`src/rtl/rxslide_pkg.sv`:
```
// Shared types and defaults for the GTH RXSLIDE controller.
// The optional slide statistics counter is enabled with `define RXSLIDE_STATS_EN.
package rxslide_pkg;

  typedef enum logic [2:0] {
    WAIT_RDY  = 3'd0,
    GUARD     = 3'd1,
    READY     = 3'd2,
    SLIDE     = 3'd3,
    RESET_REQ = 3'd4
  } rxslide_state_t;

  localparam int DEF_SLIDE_PULSE_CYCLES = 2;
  localparam int DEF_GUARD_CYCLES       = 64;
  localparam int DEF_SLIP_POSITIONS     = 20;
  localparam int DEF_MAX_WRAPS          = 2;
  localparam int SLIP_TOTAL_W           = 16;

  function automatic int max_int(input int a, input int b);
    return (a > b) ? a : b;
  endfunction

endpackage

```
`src/rtl/rxslide_timer.sv`:
```
// Loadable down-counter with a zero flag, shared by the slide pulse and the settle guard.
module rxslide_timer #(
  parameter int MAX_COUNT = 64,
  parameter int CNT_W     = (MAX_COUNT > 1) ? $clog2(MAX_COUNT) : 1
) (
  input  logic             rxusrclk2,
  input  logic             rst,
  input  logic             load,
  input  logic [CNT_W-1:0] load_val,
  output logic             zero
);

  logic [CNT_W-1:0] count_r;

  // Count down to zero and park there until the next load.
  always_ff @(posedge rxusrclk2) begin
    if (rst) begin
      count_r <= {CNT_W{1'b0}};
    end else if (load) begin
      count_r <= load_val;
    end else if (count_r != {CNT_W{1'b0}}) begin
      count_r <= count_r - CNT_W'(1);
    end else begin
      count_r <= count_r;
    end
  end

  assign zero = (count_r == {CNT_W{1'b0}});

endmodule

```
`src/rtl/rxslide_ctrl.sv`:
```
// RXSLIDE sequencer: pulse timing, post-slide settle guard, slip position tracking, RX reset request.
// Optional feature macro: RXSLIDE_STATS_EN builds the saturating slip_total counter.
module rxslide_ctrl
  import rxslide_pkg::*;
#(
  parameter int SLIDE_PULSE_CYCLES = DEF_SLIDE_PULSE_CYCLES,
  parameter int GUARD_CYCLES       = DEF_GUARD_CYCLES,
  parameter int SLIP_POSITIONS     = DEF_SLIP_POSITIONS,
  parameter int MAX_WRAPS          = DEF_MAX_WRAPS,
  localparam int POS_W             = $clog2(SLIP_POSITIONS),
  localparam int WRAP_W            = $clog2(MAX_WRAPS + 1)
) (
  input  logic                    rxusrclk2,
  input  logic                    rst,
  input  logic                    bitslip,
  input  logic                    aligned,
  input  logic                    rxresetdone,
  output logic                    rxslide,
  output logic                    bitslip_rdy,
  output logic                    rx_reset_req,
  output logic [POS_W-1:0]        slip_pos,
  output logic [WRAP_W-1:0]       wrap_cnt,
  output logic [SLIP_TOTAL_W-1:0] slip_total
);

  localparam int TMR_MAX = max_int(SLIDE_PULSE_CYCLES, GUARD_CYCLES);
  localparam int TMR_W   = (TMR_MAX > 1) ? $clog2(TMR_MAX) : 1;
  localparam logic [TMR_W-1:0]  SLIDE_LOAD = TMR_W'(SLIDE_PULSE_CYCLES - 1);
  localparam logic [TMR_W-1:0]  GUARD_LOAD = TMR_W'(GUARD_CYCLES - 1);
  localparam logic [POS_W-1:0]  LAST_POS   = POS_W'(SLIP_POSITIONS - 1);
  localparam logic [WRAP_W-1:0] LAST_WRAP  = WRAP_W'(MAX_WRAPS - 1);

  rxslide_state_t    state_r, state_s;
  logic [POS_W-1:0]  slip_pos_r, pos_s;
  logic [WRAP_W-1:0] wrap_cnt_r, wrap_s, wrap_eff_s;
  logic              rxslide_r, bitslip_rdy_r, rx_reset_req_r;
  logic              load_s, slid_s, timer_zero_s;
  logic [TMR_W-1:0]  load_val_s;

  rxslide_timer #(.MAX_COUNT(TMR_MAX), .CNT_W(TMR_W)) u_timer (
    .rxusrclk2 (rxusrclk2),
    .rst       (rst),
    .load      (load_s),
    .load_val  (load_val_s),
    .zero      (timer_zero_s)
  );

  // Next-state, position and timer-load decisions; a dropped rxresetdone outranks bitslip.
  always_comb begin
    state_s    = state_r;
    pos_s      = slip_pos_r;
    wrap_s     = wrap_cnt_r;
    wrap_eff_s = wrap_cnt_r;
    load_s     = 1'b0;
    load_val_s = GUARD_LOAD;
    slid_s     = 1'b0;
    case (state_r)
      WAIT_RDY: begin
        if (rxresetdone) begin
          state_s = GUARD;
          load_s  = 1'b1;
        end else begin
          state_s = WAIT_RDY;
        end
      end
      GUARD: begin
        if (!rxresetdone) begin
          state_s = WAIT_RDY;
        end else if (timer_zero_s) begin
          state_s = READY;
        end else begin
          state_s = GUARD;
        end
      end
      READY: begin
        if (!rxresetdone) begin
          state_s = WAIT_RDY;
        end else begin
          // Lock clears the sweep count before any same-cycle increment.
          wrap_eff_s = aligned ? {WRAP_W{1'b0}} : wrap_cnt_r;
          wrap_s     = wrap_eff_s;
          if (bitslip) begin
            if ((slip_pos_r == LAST_POS) && (wrap_eff_s == LAST_WRAP)) begin
              state_s = RESET_REQ;
            end else begin
              state_s    = SLIDE;
              load_s     = 1'b1;
              load_val_s = SLIDE_LOAD;
              slid_s     = 1'b1;
              if (slip_pos_r == LAST_POS) begin
                pos_s  = {POS_W{1'b0}};
                wrap_s = wrap_eff_s + WRAP_W'(1);
              end else begin
                pos_s  = slip_pos_r + POS_W'(1);
              end
            end
          end else begin
            state_s = READY;
          end
        end
      end
      SLIDE: begin
        if (!rxresetdone) begin
          state_s = WAIT_RDY;
        end else if (timer_zero_s) begin
          state_s = GUARD;
          load_s  = 1'b1;
        end else begin
          state_s = SLIDE;
        end
      end
      RESET_REQ: begin
        if (!rxresetdone) begin
          state_s = WAIT_RDY;
          pos_s   = {POS_W{1'b0}};
          wrap_s  = {WRAP_W{1'b0}};
        end else begin
          state_s = RESET_REQ;
        end
      end
      default: begin
        state_s = WAIT_RDY;
      end
    endcase
  end

  // State and registered outputs, decoded from the next state.
  always_ff @(posedge rxusrclk2) begin
    if (rst) begin
      state_r        <= WAIT_RDY;
      slip_pos_r     <= {POS_W{1'b0}};
      wrap_cnt_r     <= {WRAP_W{1'b0}};
      rxslide_r      <= 1'b0;
      bitslip_rdy_r  <= 1'b0;
      rx_reset_req_r <= 1'b0;
    end else begin
      state_r        <= state_s;
      slip_pos_r     <= pos_s;
      wrap_cnt_r     <= wrap_s;
      rxslide_r      <= (state_s == SLIDE);
      bitslip_rdy_r  <= (state_s == READY);
      rx_reset_req_r <= (state_s == RESET_REQ);
    end
  end

  assign rxslide      = rxslide_r;
  assign bitslip_rdy  = bitslip_rdy_r;
  assign rx_reset_req = rx_reset_req_r;
  assign slip_pos     = slip_pos_r;
  assign wrap_cnt     = wrap_cnt_r;

`ifdef RXSLIDE_STATS_EN
  logic [SLIP_TOTAL_W-1:0] slip_total_r;

  // Saturating count of issued slides.
  always_ff @(posedge rxusrclk2) begin
    if (rst) begin
      slip_total_r <= {SLIP_TOTAL_W{1'b0}};
    end else if (slid_s && (slip_total_r != {SLIP_TOTAL_W{1'b1}})) begin
      slip_total_r <= slip_total_r + SLIP_TOTAL_W'(1);
    end else begin
      slip_total_r <= slip_total_r;
    end
  end

  assign slip_total = slip_total_r;
`else
  assign slip_total = {SLIP_TOTAL_W{1'b0}};
`endif

endmodule

```
`config.mk`:
```
export PLATFORM = sky130hd
export DESIGN_NAME = rxslide_ctrl
export DESIGN_NICKNAME = d
export VERILOG_FILES = /design/src/rtl/rxslide_pkg.sv /design/src/rtl/rxslide_timer.sv /design/src/rtl/rxslide_ctrl.sv
export SDC_FILE = /design/constraint.sdc
export NUM_CORES = 1
export LEC_CHECK = 0
export ABC_AREA = 1
export ABC_CLOCK_PERIOD_IN_PS = 1700
export CAP_MARGIN = 10
export CORE_MARGIN = 1
export CORE_UTILIZATION = 40
export CTS_CLUSTER_DIAMETER = 150
export DETAILED_ROUTE_END_ITERATION = 16
export HOLD_SLACK_MARGIN = 0.05
export PLACE_DENSITY = 0.67
export SLEW_MARGIN = 30
export SYNTH_ARGS = -nofsm -noshare
export SYNTH_HDL_FRONTEND = slang
export SYNTH_SLANG_ARGS = --single-unit
```
`constraint.sdc`:
```
create_clock -name rxusrclk2 -period 1.7 [get_ports rxusrclk2]
set_clock_uncertainty 0.05 [all_clocks]
set_input_delay 0.34 -clock rxusrclk2 [delete_from_list [all_inputs] [get_ports rxusrclk2]]
set_output_delay 0.34 -clock rxusrclk2 [all_outputs]
set_load 0.01 [all_outputs]
```
# After elaboration in Yosys (flattened, before gate mapping)
# Cells that the tools add are included.
[classes]
add_sub_neg = 3
multipliers = 0
div = 0
order_cmp = 0
n_eq_ne = 13
shift = 0
muxes = 36
bitwise_logic = 0
n_reduce_logical = 8
[op_table]
columns = ["op", "n"]
rows = [
  ["6-bit two-way mux", 6],
  ["5-bit two-way mux", 5],
  ["2-bit two-way mux", 10],
  ["3-bit one-hot mux with 5 select lines", 1],
  ["3-bit by 2-bit equality test with 1-bit output (second input constant)", 4],
  ["3-bit two-way mux", 4],
  ["5-bit one-hot mux with 2 select lines", 1],
  ["2-bit inequality test (second input constant)", 4],
  ["1-bit two-way mux", 7],
  ["3-bit equality test (second input constant)", 2],
  ["6-bit logical NOT", 1],
  ["6-bit nonzero test", 1],
  ["6-bit by 1-bit subtractor with 6-bit output (second input constant)", 1],
  ["5-bit by 1-bit adder with 5-bit output (second input constant)", 1],
  ["5-bit equality test (second input constant)", 1],
  ["5-bit AND reduction", 1],
  ["2-bit one-hot mux with 2 select lines", 1],
  ["2-bit nonzero test", 2],
  ["3-bit by 1-bit equality test with 1-bit output (second input constant)", 1],
  ["3-bit logical NOT", 1],
  ["1-bit one-hot mux with 3 select lines", 1],
  ["3-bit AND reduction", 1],
  ["2-bit by 1-bit adder with 2-bit output (second input constant)", 1],
  ["2-bit by 1-bit equality test with 1-bit output (second input constant)", 1],
  ["1-bit logical AND", 1],
]
[word_totals]
register_bits = 19
latch_bits = 0
ramBits = 0
romBits = 0
in_bits = 5
output_inout_bits = 26
elab_cells = 67
mem_count = 0

# Logic depth before layout (Yosys ltp)
[logic_depth]
depth_word = 8
mapped_depth = 13

# Modules after synthesis
# A second synthesis with hierarchy kept.
[hier_totals]
cells_unflattened = 208
hier_area_um2 = 1342.5
[by_module_without_submodules]
columns = ["module", "instances", "cells_per_inst", "area_each_um2", "seq_area_each_um2"]
rows = [
  ["rxslide_ctrl", 1, 147, 939.7, 260.2],
  ["rxslide_timer", 1, 61, 402.9, 120.1],
]

# Worst setup path after synthesis
# OpenSTA, ideal clock, no wires.
[synth_path]
path_kind = "reg2reg"
startpoint = "register slip_pos_r[0] (netlist: slip_pos[0])"
endpoint = "register u_timer.count_r[1]"
arrival_ps = 1333
setup_slack_ps = 202
path_stages_with_launch = 13
path_buffers = 0
path_cell_list = "dfxtp_1 -> ha_1 -> nand2_1 -> inv_1 -> nand3_1 -> nand2_1 -> nand2_1 -> nand2_1 -> nand2_2 -> nand2_4 -> nand2_1 -> nor2_1 -> nor2_1"
[synth_between]
elab_chain_cells = 7
elab_cells_between_ends = 12
[synth_rtl]
columns = ["item", "line_no", "rtl"]
rows = [
  ["start: declaration", "rxslide_ctrl.sv:34", "logic [POS_W-1:0] slip_pos_r, pos_s;"],
  ["start signal: assignment", "rxslide_ctrl.sv:131", "slip_pos_r <= {POS_W{1'b0}};"],
  ["start signal: assignment", "rxslide_ctrl.sv:138", "slip_pos_r <= pos_s;"],
  ["5-bit equality test (*)", "rxslide_ctrl.sv:83", "if ((slip_pos_r == LAST_POS) && (wrap_eff_s == LAST_WRAP)) begin"],
  ["1-bit logical AND (*)", "rxslide_ctrl.sv:83", ""],
  ["1-bit two-way mux / 6-bit two-way mux (equally long branches)", "rxslide_ctrl.sv:83", ""],
  ["1-bit two-way mux / 6-bit two-way mux (equally long branches)", "rxslide_ctrl.sv:82", "if (bitslip) begin"],
  ["1-bit two-way mux / 6-bit two-way mux (equally long branches)", "rxslide_ctrl.sv:76", "if (!rxresetdone) begin"],
  ["1-bit one-hot mux with 3 select lines / 6-bit two-way mux (equally long branches)", "rxslide_ctrl.sv:57", "case (state_r)"],
  ["6-bit two-way mux / 2-bit nonzero test (equally long branches)", "-", ""],
  ["end signal: assignment", "rxslide_timer.sv:18", "count_r <= {CNT_W{1'b0}};"],
  ["end signal: assignment", "rxslide_timer.sv:20", "count_r <= load_val;"],
  ["end signal: assignment", "rxslide_timer.sv:22", "count_r <= count_r - CNT_W'(1);"],
  ["end: declaration", "rxslide_timer.sv:13", "logic [CNT_W-1:0] count_r;"],
]
# Mark *: on every way between the ends. The rest lies on a longest branch, timed or not.
# A chain may end at the register's enable or synchronous reset.

# Worst setup path in the final report
[layout_path]
startpoint = "input port aligned"
endpoint = "register u_timer.count_r[2]"
[layout_between]
elab_chain_cells = 8
elab_cells_between_ends = 13
[layout_rtl]
columns = ["item", "line_no", "rtl"]
rows = [
  ["start: declaration", "rxslide_ctrl.sv:16", "input logic aligned,"],
  ["2-bit two-way mux (*)", "rxslide_ctrl.sv:80", "wrap_eff_s = aligned ? {WRAP_W{1'b0}} : wrap_cnt_r;"],
  ["2-bit by 1-bit equality test with 1-bit output (*)", "rxslide_ctrl.sv:83", ""],
  ["1-bit logical AND (*)", "rxslide_ctrl.sv:83", ""],
  ["1-bit two-way mux / 6-bit two-way mux (equally long branches)", "rxslide_ctrl.sv:83", ""],
  ["1-bit two-way mux / 6-bit two-way mux (equally long branches)", "rxslide_ctrl.sv:82", ""],
  ["1-bit two-way mux / 6-bit two-way mux (equally long branches)", "rxslide_ctrl.sv:76", ""],
  ["1-bit one-hot mux with 3 select lines / 6-bit two-way mux (equally long branches)", "rxslide_ctrl.sv:57", ""],
  ["6-bit two-way mux / 2-bit nonzero test (equally long branches)", "-", ""],
]
# Marked as above.

==> impl_metrics.toml <==
[status]
status = "finished, violations left"
failed_checks = "DRC"

[detailed_routing]
wl_per_cell_um = 9.50
num_vias = 1092
route.detailed.drc = 4
ant_nets = 0
first_pass_iters = 11
drt-vias-per-instance = 4.55
first_iter_violations = 28
wl_mm = 2.28

[floorplanning]
row_count = 19
die_h_um = 57.1
die_x_um = 57.1
core_um2 = 2830
ios = 31
dieArea_um2 = 3260
start_util = 0.430

[timing]
setup_tns_ns = 0
hold_viol_final = 0
finalSetupViolCount = 0
worst_slack_ns = 0.0572
fmax_mhz = 609
period_minus_slack_ns = 1.64
fin_crit_sh = 0.966
drv_slew = 0
rsz0062_at_grt = "yes"

[clocking]
htree_num_levels = 1
cts_buffers = 3
post_cts_buffers = 0
clock_path_buffers = 2
path_clk_slew_ns = 0.13
hold_buffers = 0
cts_tree = "done"
cts.sinks = 19
insertion_delay_ns = 0.31
cts_root_buf = "clkbuf_4"

[synth]
seq_area_frac_synth = 0.313
async_flop_share = 0
synth_most_common_cell = "nand2_1"
netlist_area_um2 = 1220
yosys-top-cells-count = "40 x nand2_1, 25 x inv_1, 21 x nor2_1, 19 x dfxtp_1, 16 x buf_4"
syn-instance-count = 180
synth-seq-cells = 19
synth.distinct_cells = 28
synthDominantCellAreaShare = 0.313
ys_warn_count = 0
synth-edff-count = 0
synth_area_leaders = "dfxtp_1 31%, nand2_1 12%, buf_4 9.9%"
syn_avg_cell_area_um2 = 6.76
synth-main-ff-cell = "dfxtp_1"
synth_top_area_cell = "dfxtp_1"

[setup_path]
crit_required_ns = 1.84
r2r-start = "slip_pos[1]$_SDFFE_PP0P_"
critPathCaptureType = "flip-flop"
reg2reg_slack_ns = 0.16
r2r-end = "u_timer.count_r[2]$_SDFFE_PP0P_"
critPathKind = "input port to flip-flop"
cp_max_fo = 5
cpPeakStageDelay_ns = 0.41
start_kind = "input port"
path_cells = "clkdlybuf4s50_1 > inv_2 > nand2_1 > inv_2 > ha_4 > nand3_2 > nand2_2 > nand2_1 > nand2_2 > nand2_4 > nand2_4 > o21ai_1 > inv_1 > nor2_1"
worstPathArrival_ns = 1.79
r2r_cells = 12
cp_slowest_cell = "clkdlybuf4s50_1"

[grt]
grt_pass1_wl_mm = 3.88
grt_antenna_before_repair = 0
grt_max_degree = 12
grt.total_usage = 0.152
grt.overflow.total = 0
grt_pass1_vias = 951

[finish]
final_nets = 219
drive_above_1_share = 0.230
fin_util = 0.534
diodes = 0
syn_to_final_growth_pct = 24.2
final_cells = 240

[pwr]
internal-power_uw = 682
p_comb_frac = 0.277
p_leak_uw = 0.000717
powerDensity_nw_per_um2 = 677
seq_power_share = 0.490
power.share.clock = 0.234
power_uw = 1020
peakVddDrop_uv = 420
switching_share = 0.333
switchingPower_uw = 340

[placement]
place_congestion = 0.779
dp.cells = 236
place.port_buffers = 14
hpwl_mm = 1.79
dp_worst_setup_slack_ns = -0.385

[job]
drv_cap = 0

[hold_path]
hold_start = "wrap_cnt[1]$_SDFFE_PP0P_"
hold_path_class = "flip-flop to flip-flop"
hold_end = "wrap_cnt[1]$_SDFFE_PP0P_"
min_path_cells = 2
-- routing by layer --
| layer | vias up | part of all wire | GRT usage |
|---|---|---|---|
| li1 | 585 | - | - |
| met1 | 487 | 0.49 | 0.183 |
| met2 | 20 | 0.48 | 0.266 |
| met3 | 0 | 0.031 | 0.0431 |
| met4 | 0 | 0 | 0.0383 |
| met5 | - | 0 | 0 |
-- layout make-up --
class                   instances  area, um^2
clock buffers                   3        22.5
clock inverters                 1        5.00
fillers                       297        1320
inverters                      26         100
multi-input cells             133         719
flip-flops and latches         19         389
well taps                      31        38.8
repair buffers                 27         235
-- power by group through the flow --
stage                     sequential (uW)  combinational, uW  clock, uW
after floorplan                       508                227          0
after global placement                512                266          0
after detailed placement              511                268          0
after CTS                             502                276        251
after global routing                  504                319        276
final                                 501                283        239
-- sequential cells by signal, indices dropped and copies added, names as in the netlist --
signal,cells
rx_reset_req,1
rxslide,1
slip_pos,5
state_r,3
bitslip_rdy,1
wrap_cnt,2
u_timer.count_r,6
-- logic make-up (layout without fill, tap and decap cells) --
logic type / count (synthesis) / in the layout / share of synthesized area
buf+inv: 43 / 57 / 0.182
fa+ha+maj: 4 / 4 / 0.0412
simple gates: 91 / 91 / 0.344
other cells: 1 / 16 / 0.00308
flops: 19 / 19 / 0.313
compound gates: 17 / 17 / 0.0813
xor+xnor: 5 / 5 / 0.0360
-- layout by cell type (no fill, tap or decap), drive strengths merged, types with 2 or more instances in the layout --
cell and n:
a21oi 10, buf 13, clkbuf 3, clkdlybuf4s50 12
conb 16, dfxtp 19, dlygate4sd2 2, ha 4
inv 26, nand2 44, nand3 15, nor2 25
nor3 4, o21ai 4, xnor2 3, xor2 2
-- worst max-delay path: cells and delay by family --
kind / cells / cell delay [ns]
AND/OR/NAND/NOR: 8 / 0.63
adder cells (fa/ha/maj): 1 / 0.14
buffers and inverters: 4 / 0.62
AO/OA/AOI/OAI: 1 / 0.07
-- what timing repair did --
item,4_1_cts,5_1_grt
setup endpoints to repair,7,15
pin swaps,0,4
gates resized for setup,10,14
-- metrics by stage --
step	area, um^2	hold slack, ns
detailed placement	1430	0.429
CTS	1470	0.448
global route	1510	0.462
finish	1510	0.444
global placement	1430	0.418
floorplan	1270	0.445
-- worst max-delay path by stage --
| stage | startpoint | endpoint | cells past startpoint |
|---|---|---|---|
| 6_report | aligned | u_timer.count_r[2]$_SDFFE_PP0P_ | 14 |
| 3_5_place_dp | aligned | u_timer.count_r[5]$_SDFFE_PP0P_ | 12 |
| 3_3_place_gp | aligned | u_timer.count_r[5]$_SDFFE_PP0P_ | 12 |
| 4_1_cts | aligned | u_timer.count_r[2]$_SDFFE_PP0P_ | 14 |
| 5_1_grt | aligned | u_timer.count_r[2]$_SDFFE_PP0P_ | 14 |
| 2_1_floorplan | slip_pos[0]$_SDFFE_PP0P_ | u_timer.count_r[1]$_SDFFE_PP0P_ | 12 |
(Power assumes the default switching activity.)
